--- config.mk ---
export PLATFORM = sky130hd
export DESIGN_NAME = fwd_hazard_ctrl
export DESIGN_NICKNAME = d
export VERILOG_FILES = /design/src/rtl/fwd_hazard_ctrl_pkg.sv /design/src/rtl/fwd_hazard_ctrl_sel.sv /design/src/rtl/fwd_hazard_ctrl.sv
export SDC_FILE = /design/constraint.sdc
export NUM_CORES = 1
export LEC_CHECK = 0
export ABC_AREA = 1
export CORE_MARGIN = 2
export CORE_UTILIZATION = 30
export CTS_BUF_LIST = sky130_fd_sc_hd__clkbuf_4 sky130_fd_sc_hd__clkbuf_8
export DETAILED_ROUTE_END_ITERATION = 8
export PLACE_DENSITY_LB_ADDON = 0.1
export SLEW_MARGIN = 20
export SYNTH_ARGS = -nofsm -noshare
export SYNTH_HDL_FRONTEND = slang
export SYNTH_SLANG_ARGS = --single-unit
--- constraint.sdc ---
create_clock -name clk -period 2 [get_ports clk]
set_clock_uncertainty 0.2 [all_clocks]
set_input_delay 0.6 -clock clk [delete_from_list [all_inputs] [get_ports clk]]
set_output_delay 0.6 -clock clk [all_outputs]
set_load 0.05 [all_outputs]
--- src/rtl/fwd_hazard_ctrl_pkg.sv ---
// Shared types and constants for the forwarding / hazard controller.
// Slot layout mirrors one in-flight instruction in the shadow scoreboard.
package fwd_hazard_ctrl_pkg;

    localparam int REG_W = 5;

    typedef logic [1:0] fwd_sel_t;

    localparam fwd_sel_t FWD_RF    = 2'b00;
    localparam fwd_sel_t FWD_EXMEM = 2'b01;
    localparam fwd_sel_t FWD_MEMWB = 2'b10;
    localparam fwd_sel_t FWD_WBLAT = 2'b11;

    typedef struct packed {
        logic             valid;
        logic [REG_W-1:0] dst;
        logic             regwrite;
        logic             is_load;
    } slot_t;

    localparam slot_t SLOT_BUBBLE = '0;

    // A slot only forwards if it really writes a nonzero register.
    function automatic logic is_producer(input slot_t s);
        return s.valid && s.regwrite && (s.dst != '0);
    endfunction

endpackage

--- src/rtl/fwd_hazard_ctrl_sel.sv ---
// Priority compare of one ID source register against the EX/MEM/WB slots.
// Nearest producer wins; also flags a load sitting in EX that feeds this source.
module fwd_sel_calc
    import fwd_hazard_ctrl_pkg::*;
(
    input  logic [REG_W-1:0] i_src,
    input  logic             i_use,
    input  slot_t            i_ex,
    input  slot_t            i_mem,
    input  slot_t            i_wb,
    output fwd_sel_t         o_sel,
    output logic             o_ex_load_hit
);

    logic w_src_live;
    logic w_hit_ex;
    logic w_hit_mem;
    logic w_hit_wb;
    logic w_unused_load_flags;

    assign w_src_live = i_use && (i_src != '0);
    assign w_hit_ex   = w_src_live && is_producer(i_ex)  && (i_ex.dst  == i_src);
    assign w_hit_mem  = w_src_live && is_producer(i_mem) && (i_mem.dst == i_src);
    assign w_hit_wb   = w_src_live && is_producer(i_wb)  && (i_wb.dst  == i_src);

    assign o_ex_load_hit       = w_hit_ex && i_ex.is_load;
    assign w_unused_load_flags = i_mem.is_load ^ i_wb.is_load;

    always_comb begin
        // NOTE: default first, so every path assigns o_sel and no latch is inferred.
        o_sel = FWD_RF;
        if (w_hit_ex)
            o_sel = FWD_EXMEM;
        else if (w_hit_mem)
            o_sel = FWD_MEMWB;
        else if (w_hit_wb)
            o_sel = FWD_WBLAT;
    end

endmodule

--- src/rtl/fwd_hazard_ctrl.sv ---
// Forwarding and hazard controller for the 5-stage MIPS pipeline: shadow
// scoreboard, registered EX operand selects, load-use and HI/LO stalls.
module fwd_hazard_ctrl
    import fwd_hazard_ctrl_pkg::*;
#(
    parameter int MULDIV_CYCLES = 32,
    parameter int CNT_W         = 6
) (
    input  logic             clk,
    input  logic             reset,
    input  logic             hold,
    input  logic             flush,
    input  logic             id_valid,
    input  logic [REG_W-1:0] id_rs,
    input  logic [REG_W-1:0] id_rt,
    input  logic             id_use_rs,
    input  logic             id_use_rt,
    input  logic [REG_W-1:0] id_dst,
    input  logic             id_regwrite,
    input  logic             id_is_load,
    input  logic             id_muldiv,
    input  logic             id_hilo_rd,
    output logic             stall,
    output logic [1:0]       fwd_a,
    output logic [1:0]       fwd_b,
    output logic             muldiv_busy
);

    slot_t            r_ex;
    slot_t            r_mem;
    slot_t            r_wb;
    fwd_sel_t         r_fwd_a;
    fwd_sel_t         r_fwd_b;
    logic [CNT_W-1:0] r_busy_cnt;

    slot_t    w_id_slot;
    fwd_sel_t w_sel_a;
    fwd_sel_t w_sel_b;
    logic     w_ld_hit_a;
    logic     w_ld_hit_b;
    logic     w_busy;
    logic     w_load_use;
    logic     w_hilo_stall;
    logic     w_stall;
    logic     w_issue;

    fwd_sel_calc u_sel_rs (
        .i_src         (id_rs),
        .i_use         (id_use_rs),
        .i_ex          (r_ex),
        .i_mem         (r_mem),
        .i_wb          (r_wb),
        .o_sel         (w_sel_a),
        .o_ex_load_hit (w_ld_hit_a)
    );

    fwd_sel_calc u_sel_rt (
        .i_src         (id_rt),
        .i_use         (id_use_rt),
        .i_ex          (r_ex),
        .i_mem         (r_mem),
        .i_wb          (r_wb),
        .o_sel         (w_sel_b),
        .o_ex_load_hit (w_ld_hit_b)
    );

    assign w_id_slot = '{valid: id_valid, dst: id_dst, regwrite: id_regwrite, is_load: id_is_load};

    assign w_busy       = (r_busy_cnt != '0);
    assign w_load_use   = id_valid && (w_ld_hit_a || w_ld_hit_b);
    assign w_hilo_stall = id_valid && (id_muldiv || id_hilo_rd) && w_busy;
    // A flush kills the ID instruction anyway, and hold freezes everything.
    assign w_stall      = !flush && !hold && (w_load_use || w_hilo_stall);
    assign w_issue      = !hold && id_valid && !w_stall && !flush;

    // NOTE: sequential state uses non-blocking assignments so every register samples pre-edge values.
    always_ff @(posedge clk) begin
        if (reset) begin
            r_ex    <= SLOT_BUBBLE;
            r_mem   <= SLOT_BUBBLE;
            r_wb    <= SLOT_BUBBLE;
            r_fwd_a <= FWD_RF;
            r_fwd_b <= FWD_RF;
        end else if (!hold) begin
            r_wb    <= r_mem;
            r_mem   <= r_ex;
            r_ex    <= w_issue ? w_id_slot : SLOT_BUBBLE;
            r_fwd_a <= w_issue ? w_sel_a   : FWD_RF;
            r_fwd_b <= w_issue ? w_sel_b   : FWD_RF;
        end
    end

    // The HI/LO unit keeps running through a hold, so the counter does too.
    always_ff @(posedge clk) begin
        if (reset)
            r_busy_cnt <= '0;
        else if (w_issue && id_muldiv)
            r_busy_cnt <= CNT_W'(MULDIV_CYCLES);
        else if (w_busy)
            r_busy_cnt <= r_busy_cnt - 1'b1;
    end

    assign stall       = w_stall;
    assign fwd_a       = r_fwd_a;
    assign fwd_b       = r_fwd_b;
    assign muldiv_busy = w_busy;

endmodule

== After elaboration in Yosys (flattened, before gate mapping) ==
Index checks and enable logic that the tools add are counted.
Storage, ports and cells
  bits in registers: 32
  output and inout bits: 6
  logic and storage cells: 77
Cells by class
  mux-type cells: 11
  reductions and logical operators: 45
  equality and inequality tests: 6
  $add $sub $neg: 1
Operator list (number)
  1-bit logical AND: 31
  5-bit == test: 6
  5-bit nonzero test: 5
  2-bit 2-to-1 mux: 8
  6-bit 2-to-1 mux: 2
  8-bit 2-to-1 mux: 1
  6-bit nonzero test: 1
  6-bit by 1-bit subtractor with 6-bit output (second input constant): 1
  1-bit logical NOT: 3
  1-bit logical OR: 3
  2-bit nonzero test: 1
  2-bit OR reduction: 1

== Logic depth before layout (Yosys ltp) ==
  word-level depth: 14
  depth in mapped cells: 12
  gate-level depth less buffers: 12

== Cells and area by module ==
From an unflattened synthesis, not the netlist that was laid out.
Second synthesis, totals
  cells, all modules: 370
  area, all modules: 2167.1 µm²
By module, submodules not included
  fwd_hazard_ctrl: cells an instance 174, instances 1, area each 1378.8 µm², sequential area each 680.7 µm²
  fwd_sel_calc: cells an instance 98, instances 2, area each 394.1 µm², sequential area each 0.0 µm²

== Least setup slack after synthesis ==
Ideal clock, no wire load.
  kind: reg2out
  start: reg r_busy_cnt[0]
  end: out stall
  stages on the path, launching flop included: 10
  data required time: 1.200 ns
  path slack: -0.364 ns
  arrival: 1.564 ns
  cell sequence: dfxtp_1 > inv_1 > ha_1 > inv_2 > nor2_4 > nand4_4 > o21ai_0 > inv_2 > o21ai_0 > inv_1
On the way
  cells in the longest elaborated chain, start to end: 4
RTL lines
  start: declaration: RTL line fwd_hazard_ctrl.sv:34  | logic [CNT_W-1:0] r_busy_cnt;
  start signal: assignment: RTL line fwd_hazard_ctrl.sv:98  | r_busy_cnt <= CNT_W'(MULDIV_CYCLES);
  start signal: assignment: RTL line fwd_hazard_ctrl.sv:100  | r_busy_cnt <= r_busy_cnt - 1'b1;
  6-bit nonzero test: RTL line fwd_hazard_ctrl.sv:69  | assign w_busy = (r_busy_cnt != '0);
  named net muldiv_busy: RTL line fwd_hazard_ctrl.sv:26  | output logic muldiv_busy
  1-bit logical AND: RTL line fwd_hazard_ctrl.sv:71  | assign w_hilo_stall = id_valid && (id_muldiv || id_hilo_rd) && w_busy;
  1-bit logical OR: RTL line fwd_hazard_ctrl.sv:73  | assign w_stall = !flush && !hold && (w_load_use || w_hilo_stall);
  1-bit logical AND: RTL line fwd_hazard_ctrl.sv:73
  end: declaration: RTL line fwd_hazard_ctrl.sv:23  | output logic stall,
The timed path passes the listed nets, and every way through them passes these cells.

== Worst setup path in the final report ==
  start: in hold
  end: out stall
On the way
  cells in the longest elaborated chain, start to end: 3
RTL lines
  start: declaration: RTL line fwd_hazard_ctrl.sv:11  | input logic hold,
  1-bit logical NOT
  1-bit logical AND (2 in a row): RTL line fwd_hazard_ctrl.sv:73
No other way between the ends.

==> impl_metrics.yaml <==
global_routing:
  grt_max_degree: 30
  grt_remaining_overflow: 0
  antenna_found_initial: 0
  grt_usage_pct: 16.7
  grt_pass1_wl_um: 9620
  grt_pass1_vias: 2025
outcome:
  status: "finished, violations left"
  violations: "setup timing"
setup_path:
  critPathMaxStageDelay_ns: 0.49
  required_ns: 1.20
  path_buf_inv: 4
  slowest_stage: "clkdlybuf4s50_1"
  critPathLaunchType: "input port"
  cp.arrival_ns: 1.59
  cp_cell_sequence: "clkdlybuf4s50_1 > inv_2 > nand2_1 > nor2_8 > o21ai_2 > inv_4 > buf_12"
  critical_path_peak_fanout: 2
  crit_start: "hold"
  crit_type: "in2out"
  rr_startpoint: "r_ex[3]"
  endpoint_kind: "output pin"
  path_delay_family: "buffers and inverters"
clocking:
  cts-root-buf: "clkbuf_8"
  clock_latency_ns: 0.29
  htree_num_levels: 2
  clk_pin_slew_ns: 0.07
  cts_tree: "built"
  clockBufferDepth: 2
  cts_buffers: 5
  cts_sinks: 32
place:
  dp_hpwl_um: 4340
  port_buffers: 31
  place_congestion: 0.818
  place_area_um2: 2740
  numPlacedInstances: 425
  dpl_worst_slack_ns: -0.912
power:
  swShare_pct: 37.4
  power_leakage_uw: 0.00125
  clockPowerShare_pct: 21.0
  power_density_nw_per_um2: 875
  switchingPower_uw: 978
  p_int_uw: 1640
  ir_worst_vdd_mv: 0.470
  seqPwrFrac_pct: 29.8
  power_frac_comb_pct: 49.2
cells_and_area:
  stdcell_count: 439
  finalInstanceArea_um2: 2990
  mostFrequentLayoutCells: "nand2_1 (63), buf_4 (41), dfxtp_1 (28), nor2_1 (27), inv_1 (24)"
  fillers: 671
  final_common_cell: "nand2_1"
  nets: 388
  fin_util_pct: 46.5
  areaGrowthSynthToFinish_pct: 48.3
  drive_gt1_share_pct: 37.6
  num_antenna_cells: 0
sta:
  finalMaxSlewViolations: 0
  period_needed_ns: 2.39
  setup_ws_ns: -0.390
  max_freq_mhz: 418
  setup_viol: 3
  hold_violations: 0
  rsz0062_at_grt: "yes"
  period_share_pct: 120
  worst_pin_slew_ns: 0.284
  relSlewSlack_pct: 81.1
detailed_routing:
  vias: 1979
  routed_wl_um: 5620
  drt_iter0_drc: 56
  drc: 0
  vias_per_cell: 4.51
  first_pass_iters: 4
  routedWlPerCell_um: 12.8
  ant_nets: 0
logic_synthesis:
  synth_flop_cell: "dfxtp_1"
  synth-async-reset-ratio_pct: 0
  synth_nets: 313
  synth.top_cell.area_share_pct: 31.8
  synth_top_family_by_area: "simple AND/OR/NAND/NOR gates"
  syn-mean-instance-area_um2: 7.04
  yosysTopAreaCell: "dfxtp_1"
  synth_area_leaders: "dfxtp_1 (32%), nand2_1 (12%), xnor2_1 (8.7%)"
  muxShareOfSynthArea_pct: 0.497
  synth_xor_area_share_pct: 10.4
  synthSimpleGateAreaFrac_pct: 34.7
  synth_compound_area_share_pct: 12.4
  yosys_warnings: 0
  syn_area_um2: 2010
  yosysSeqAreaShare_pct: 31.8
  synth.distinct_cells: 26
  synth_edf_count: 0
  synth_cells: 286
  synth-seq-cells: 32
  synthAdderAreaFrac_pct: 0.621
floorplan:
  die_y_um: 85.9
  num_rows: 29
  io_pins: 32
  start_util_pct: 31.4
  dieWidth_um: 85.9
  die-area_um2: 7390
  core-area_um2: 6420
flow_run:
  maxCapViolCount: 0
worst_hold_path:
  hold_start: "r_wb[1]"
  hold_class: "reg2reg"
-- Yosys cell counts, types with 2 or more instances --
| master | number |
|---|---|
| xnor2_1 | 20 |
| a21oi_1 | 14 |
| nor2_2 | 6 |
| nand2_2 | 4 |
| nand4_1 | 2 |
| nand3_1 | 13 |
| nor2_4 | 2 |
| dfxtp_1 | 32 |
| nand2_1 | 65 |
| o21ai_0 | 17 |
| nor2_1 | 34 |
| a21oi_2 | 10 |
| nand3_2 | 11 |
| xor2_1 | 4 |
| inv_2 | 6 |
| clkbuf_1 | 6 |
| inv_1 | 31 |
-- per-layer routing --
metal	part of all wire, %	global-route usage (%)	vias to the layer above
met4	1.1	3.90	0
met2	47	28.3	25
met1	48	21.7	907
met3	3.5	3.75	5
li1	-	-	1042
met5	0	0	-
-- per-stage QoR --
step                      total power [uW]  hold WS, ns  TNS, ns
after CTS                             2630        0.290    -1.02
after global placement                1990        0.267    -9.69
after detailed placement              2000        0.273    -9.42
after floorplan                       1600        0.255   -0.167
final                                 2610        0.287   -0.535
after global routing                  2810        0.314    -1.88
-- worst register-to-register path: stages, from the launching register on --
cell and delay, ns:
dfxtp_2 0.33, buf_4 0.13, nor2_2 0.08, nand3_1 0.08, nand2_2 0.08, nor2_1 0.06, nand3_2 0.06, nand2_2 0.06
buf_4 0.13, buf_4 0.13, nor2_4 0.22, buf_12 0.16, nand3_2 0.07, a21oi_2 0.12
-- cells by family (layout without fill, tap and decap cells) --
logic type                 count (synthesis)  in the layout
buffers and inverters                     45            121
adders and majority gates                  1              1
AOI/OAI and AO/OA                         42             42
xor gates and xnor gates                  24             24
and+or+nand+nor                          141            141
muxes                                      1              1
DFF                                       32             32
-- power by group through the flow --
stage                     registers, uW  clock network [uW]  logic (uW)
after floorplan                     784                   0         816
after global placement              794                   0        1190
after detailed placement            796                   0        1210
after CTS                           781                 567        1280
after global routing                790                 602        1420
final                               780                 550        1280
-- flip-flops by register name, summed over array words and instances, names as in the netlist --
register    cells
r_busy_cnt      6
r_mem           7
r_wb            7
fwd_b           2
fwd_a           2
r_ex            8
-- timing repair --
action                                  4_1_cts  5_1_grt
setup buffers                                 8        1
pin swaps                                    21       14
hold buffers                                  0        0
gates cloned                                  0        0
endpoints found under the setup margin       20       14
gates resized for setup                      71       22
-- area by class of cell --
class	count	area, um2	area share [%]
clock inverters	1	7.51	0.251
well taps	77	96.3	3.23
repair buffers	76	726	24.3
clock buffers	7	90.1	3.02
multi-input cells	209	1270	42.4
flip-flops and latches	32	651	21.8
inverters	37	149	4.99
-- final timing paths --
| kind | end | slack [ns] | cells past startpoint |
|---|---|---|---|
| max | stall | -0.39 | 7 |
| min | r_wb[1] | 0.29 | 2 |
| max reg2reg | fwd_a[1] | 0.02 | 13 |
| min reg2reg | r_wb[1] | 0.29 | 2 |
Note: power is estimated with default switching activity, not from simulation.
==> RTL edit 1: new RTL, config.mk and constraints unchanged <==
Set the parameter `CNT_W` to 4 (it was 6).
--- a/src/rtl/fwd_hazard_ctrl.sv
+++ b/src/rtl/fwd_hazard_ctrl.sv
@@ -5,5 +5,5 @@
 #(
     parameter int MULDIV_CYCLES = 32,
-    parameter int CNT_W         = 6
+    parameter int CNT_W         = 4
 ) (
     input  logic             clk,
Formal check against the unedited RTL: not equivalent (Yosys sat finds a counterexample within 4 cycles, from zero or initial values and one cycle with reset high).
==> RTL edit 1 against the original RTL <==
- the run still ends with setup timing left
- critical path depth is 3 higher
- worst setup slack better by 24 ps
- synthesized area fell by 8.0%
- count of clock-buffer cells in the layout increased by 1
- total power shrank 13%
- sequential power down 8.3%
- sequential cell count shrank 2
- routed wire length is 5.3% lower
- design area shrank 2.2%
- largest power group unchanged
==> RTL edit 1: results (changes against the original RTL) <==
| Metric | Value |
|---|---|
| Worst path slowest cell | o21ai_2 (was clkdlybuf4s50_1) |
| Hold/Removal Path Class | reg2reg (unchanged) |
| Leak Pwr | 1.25 nW (about the same) |
| Max FO, Critical Path | 4 (was 2) |
| Fraction of layout cells with a size suffix above 1 | 41.4% (was 37.6%) |
| Routed vias/inst | 4.52 (was 4.51) |
| DR iter-0 viols | 64 (was 56) |
| Worst vdd ir | 721 µV (was 470 µV) |
| Synthesized instance count | 282 (was 286) |
| First-pass GRT wire length | 8570 µm (was 9620 µm) |
| Top delay family on crit path | simple AND/OR/NAND/NOR gates (was buffers and inverters) |
| Hpwl dp | 4030 µm (was 4340 µm) |
| P&R area growth vs syn | 57.5% (was 48.3%) |
| Status | complete, but fails checks (unchanged) |
| Synthesized Nets | 309 (was 313) |
| Fillcell total | 627 (was 671) |
| Pre-CTS WS | -896 ps (was -912 ps) |
| Fin cells | 430 (was 439) |
| Sequential-to-total area share from yosys stat | 32.4% (was 31.8%) |
| NumNets Final | 381 (was 388) |
| Final Setup Violations | 2 (was 3) |
| GP Congestion | 0.844 (was 0.818) |
| Reg-to-Reg Start | r_ex[2] (was r_ex[3]) |
| Critical path's largest stage delay | 160 ps (was 490 ps) |
| Comb. pwr | 0.990 mW (was 1.28 mW) |
| Wire per inst | 12.4 µm (was 12.8 µm) |
| Post-synth cell types | 21 (was 26) |
| Final worst slack | -366 ps (was -390 ps) |
| Top area cells in the synthesized netlist | dfxtp_1 32%, nand2_1 15%, xnor2_1 8.5% (was dfxtp_1 32%, nand2_1 12%, xnor2_1 8.7%) |
| DR pass1 iterations | 4 (unchanged) |
| Tot GR Track Use | 17.0% (was 16.7%) |
| Hold path start | r_wb[1] (unchanged) |
| Slew at the pin closest to its max-slew limit | 299 ps (was 284 ps) |
| Seq pwr | 0.715 mW (was 0.780 mW) |
| Setup Total Neg Slack | -442 ps (was -535 ps) |
| Net switching fraction of the power | 34.3% (was 37.4%) |
| Largest net degree at the start of global routing | 32 (was 30) |
| Inserted Diodes | 0 (unchanged) |
| Placed Cells | 410 (was 425) |
| Switching power total | 0.783 mW (was 0.978 mW) |
| Vias in the first global route | 1816 (was 2025) |
| Synth top cells by count | 74 x nand2_1, 38 x nor2_1, 31 x inv_1 (was 65 x nand2_1, 34 x nor2_1, 32 x dfxtp_1) |
| Critical path launch point | id_rt[1] (was hold) |
| Failing checks | setup timing (unchanged) |
| Placed Area | 2530 µm² (was 2740 µm²) |
| Critical Path AT | 1570 ps (was 1590 ps) |
-- RTL edit 1: changes by cell type after synthesis, sizes merged, moves of 2 or more --
cell / before / now
nor2: 43 / 41
o21ai: 17 / 19
nand2: 69 / 75
xor2: 4 / 1
xnor2: 20 / 18
dfxtp: 32 / 30
-- RTL edit 1: timing repair --
action,in CTS,in global routing
hold buffers,0,0
gates resized for setup,97,32
setup buffers,11,4
endpoints found under the setup margin,18,4
pin swaps,28,23
-- RTL edit 1: worst paths after layout --
kind / endpoint / slack, ps / depth (start not counted)
setup / recovery: stall / -370 / 10
hold / removal: r_wb[1] / 290 / 2
setup reg to reg: fwd_a[1] / 70 / 14
hold reg to reg: r_wb[1] / 290 / 2
-- RTL edit 1: cell families (layout without fill, tap and decap cells) --
| kind of cell | Yosys count | after routing | share of synthesized area (%) |
|---|---|---|---|
| AO/OA/AOI/OAI | 43 | 43 | 13.6 |
| XOR/XNOR | 19 | 19 | 8.97 |
| adder cells (fa/ha/maj) | 1 | 1 | 0.675 |
| buffers and inverters | 45 | 118 | 9.58 |
| flip-flops | 30 | 30 | 32.4 |
| AND/OR/NAND/NOR | 144 | 144 | 34.8 |
-- RTL edit 1: final cells by class --
class / count / area share (%)
Timing Repair Buffer: 72 / 24.1
Clock buffer: 8 / 3.77
Multi-Input combinational cell: 207 / 42.5
Tap cell: 75 / 3.21
Inverter: 38 / 5.31
Sequential cell: 30 / 21.1
-- RTL edit 1: worst min-delay path, delay by kind of cell, from the launching register on --
| family | cells | cell delay [ps] |
|---|---|---|
| and+or+nand+nor | 2 | 140 |
| DFF | 1 | 310 |
-- RTL edit 1: layer usage --
metal	global-route usage, %	vias to the layer above	part of all wire [%]
met3	3.59	11	2.7
met2	27.2	25	46
met4	6.39	0	2.3
met5	0	-	0
li1	-	1030	-
met1	22.5	879	49
==> RTL edit 2: new RTL, same settings <==
Without the edit above. Add an input register stage for `id_muldiv`; this delays it by one clock. The other inputs are not delayed to match.
--- a/src/rtl/fwd_hazard_ctrl.sv
+++ b/src/rtl/fwd_hazard_ctrl.sv
@@ -26,4 +26,10 @@
     output logic             muldiv_busy
 );
+
+    logic id_muldiv_q;
+
+    always_ff @(posedge clk) begin
+        id_muldiv_q <= id_muldiv;
+    end
 
     slot_t            r_ex;
@@ -69,5 +75,5 @@
     assign w_busy       = (r_busy_cnt != '0);
     assign w_load_use   = id_valid && (w_ld_hit_a || w_ld_hit_b);
-    assign w_hilo_stall = id_valid && (id_muldiv || id_hilo_rd) && w_busy;
+    assign w_hilo_stall = id_valid && (id_muldiv_q || id_hilo_rd) && w_busy;
     // A flush kills the ID instruction anyway, and hold freezes everything.
     assign w_stall      = !flush && !hold && (w_load_use || w_hilo_stall);
@@ -95,5 +101,5 @@
         if (reset)
             r_busy_cnt <= '0;
-        else if (w_issue && id_muldiv)
+        else if (w_issue && id_muldiv_q)
             r_busy_cnt <= CNT_W'(MULDIV_CYCLES);
         else if (w_busy)
Behaviour: not the same (a bounded check fails within 4 cycles, from zero or initial values and one cycle with reset high).
==> RTL edit 2 against the original RTL <==
- the flow still finishes with violations (setup timing)
- sequential cell count is 1 higher
- routed wire length is 1.4% higher
- design area is 5.3% higher
- utilization is 0.58 points higher
- worst setup slack worse by 26 ps
- total power is 1.9% higher
- synthesized area is 0.93% higher
- largest power group unchanged
==> RTL edit 2: results (changes against the original RTL) <==
| Metric | Value |
|---|---|
| Status | complete, but fails checks (unchanged) |
| Failing checks | setup timing (unchanged) |
| Setup Total Neg Slack | -503 ps (was -535 ps) |
| Worst path slowest cell | dfxtp_4 (was clkdlybuf4s50_1) |
| Reg-to-Reg Start | r_ex[4] (was r_ex[3]) |
| Final Setup Violations | 2 (was 3) |
| GP Congestion | 0.876 (was 0.818) |
| Top area cells in the synthesized netlist | dfxtp_1 32%, nand2_1 11%, xnor2_1 9.0% (was dfxtp_1 32%, nand2_1 12%, xnor2_1 8.7%) |
| Placed Area | 2770 µm² (was 2740 µm²) |
| Critical Path AT | 1620 ps (was 1590 ps) |
| Sequential-to-total area share from yosys stat | 32.5% (was 31.8%) |
| FF-to-FF End | r_ex[2] (was fwd_a[1]) |
| Worst vdd ir | 462 µV (was 470 µV) |
| Fin Hold WS | 284 ps (was 287 ps) |
| M2 GR Usage | 26.5% (was 28.3%) |
| Critical path's largest stage delay | 370 ps (was 490 ps) |
| R2R setup slack | 150 ps (was 20 ps) |
| WL met2 | 2540 µm (was 2660 µm) |
| Max FO, Critical Path | 5 (was 2) |
| Met3 GRT Util | 2.57% (was 3.75%) |
| Final worst slack | -416 ps (was -390 ps) |
| Routed vias/inst | 4.54 (was 4.51) |
| WL final | 5700 µm (was 5620 µm) |
| Vias in the first global route | 2054 (was 2025) |
| Fraction of layout cells with a size suffix above 1 | 41.4% (was 37.6%) |
| WL met3 | 206 µm (was 196 µm) |
| Top delay family on crit path | simple AND/OR/NAND/NOR gates (was buffers and inverters) |
| Hpwl dp | 4160 µm (was 4340 µm) |
| Critical path launch point | r_ex[3] (was hold) |
-- RTL edit 2: cell types whose count changed after synthesis, sizes merged, moves of 2 or more --
cell	delta
nand3	+4
nand2	-3
nor2	-3
nand4	+2
xor2	-2
-- RTL edit 2: kinds of logic after synthesis --
logic type	share of synthesized area (%)
AND/OR/NAND/NOR	34.6
buffers and inverters	9.48
AO/OA/AOI/OAI	12.4
flip-flops	32.5
XOR/XNOR	9.91
multiplexers	0.492
adder cells (fa/ha/maj)	0.615
-- RTL edit 2: layout make-up --
cell class	instances	share of cell area [%]
inverter	37	4.65
tap	80	3.18
multi-input combinational	208	41.3
clock buffer	7	2.86
sequential	33	21.5
timing repair buffer	87	26.5
-- RTL edit 2: power breakdown --
part | internal [mW] | switching [mW] | leakage [nW]
logic | 0.673 | 0.650 | 1.01
registers | 0.741 | 0.0662 | 0.274
clock network | 0.287 | 0.246 | 0.0477
total | 1.70 | 0.962 | 1.34
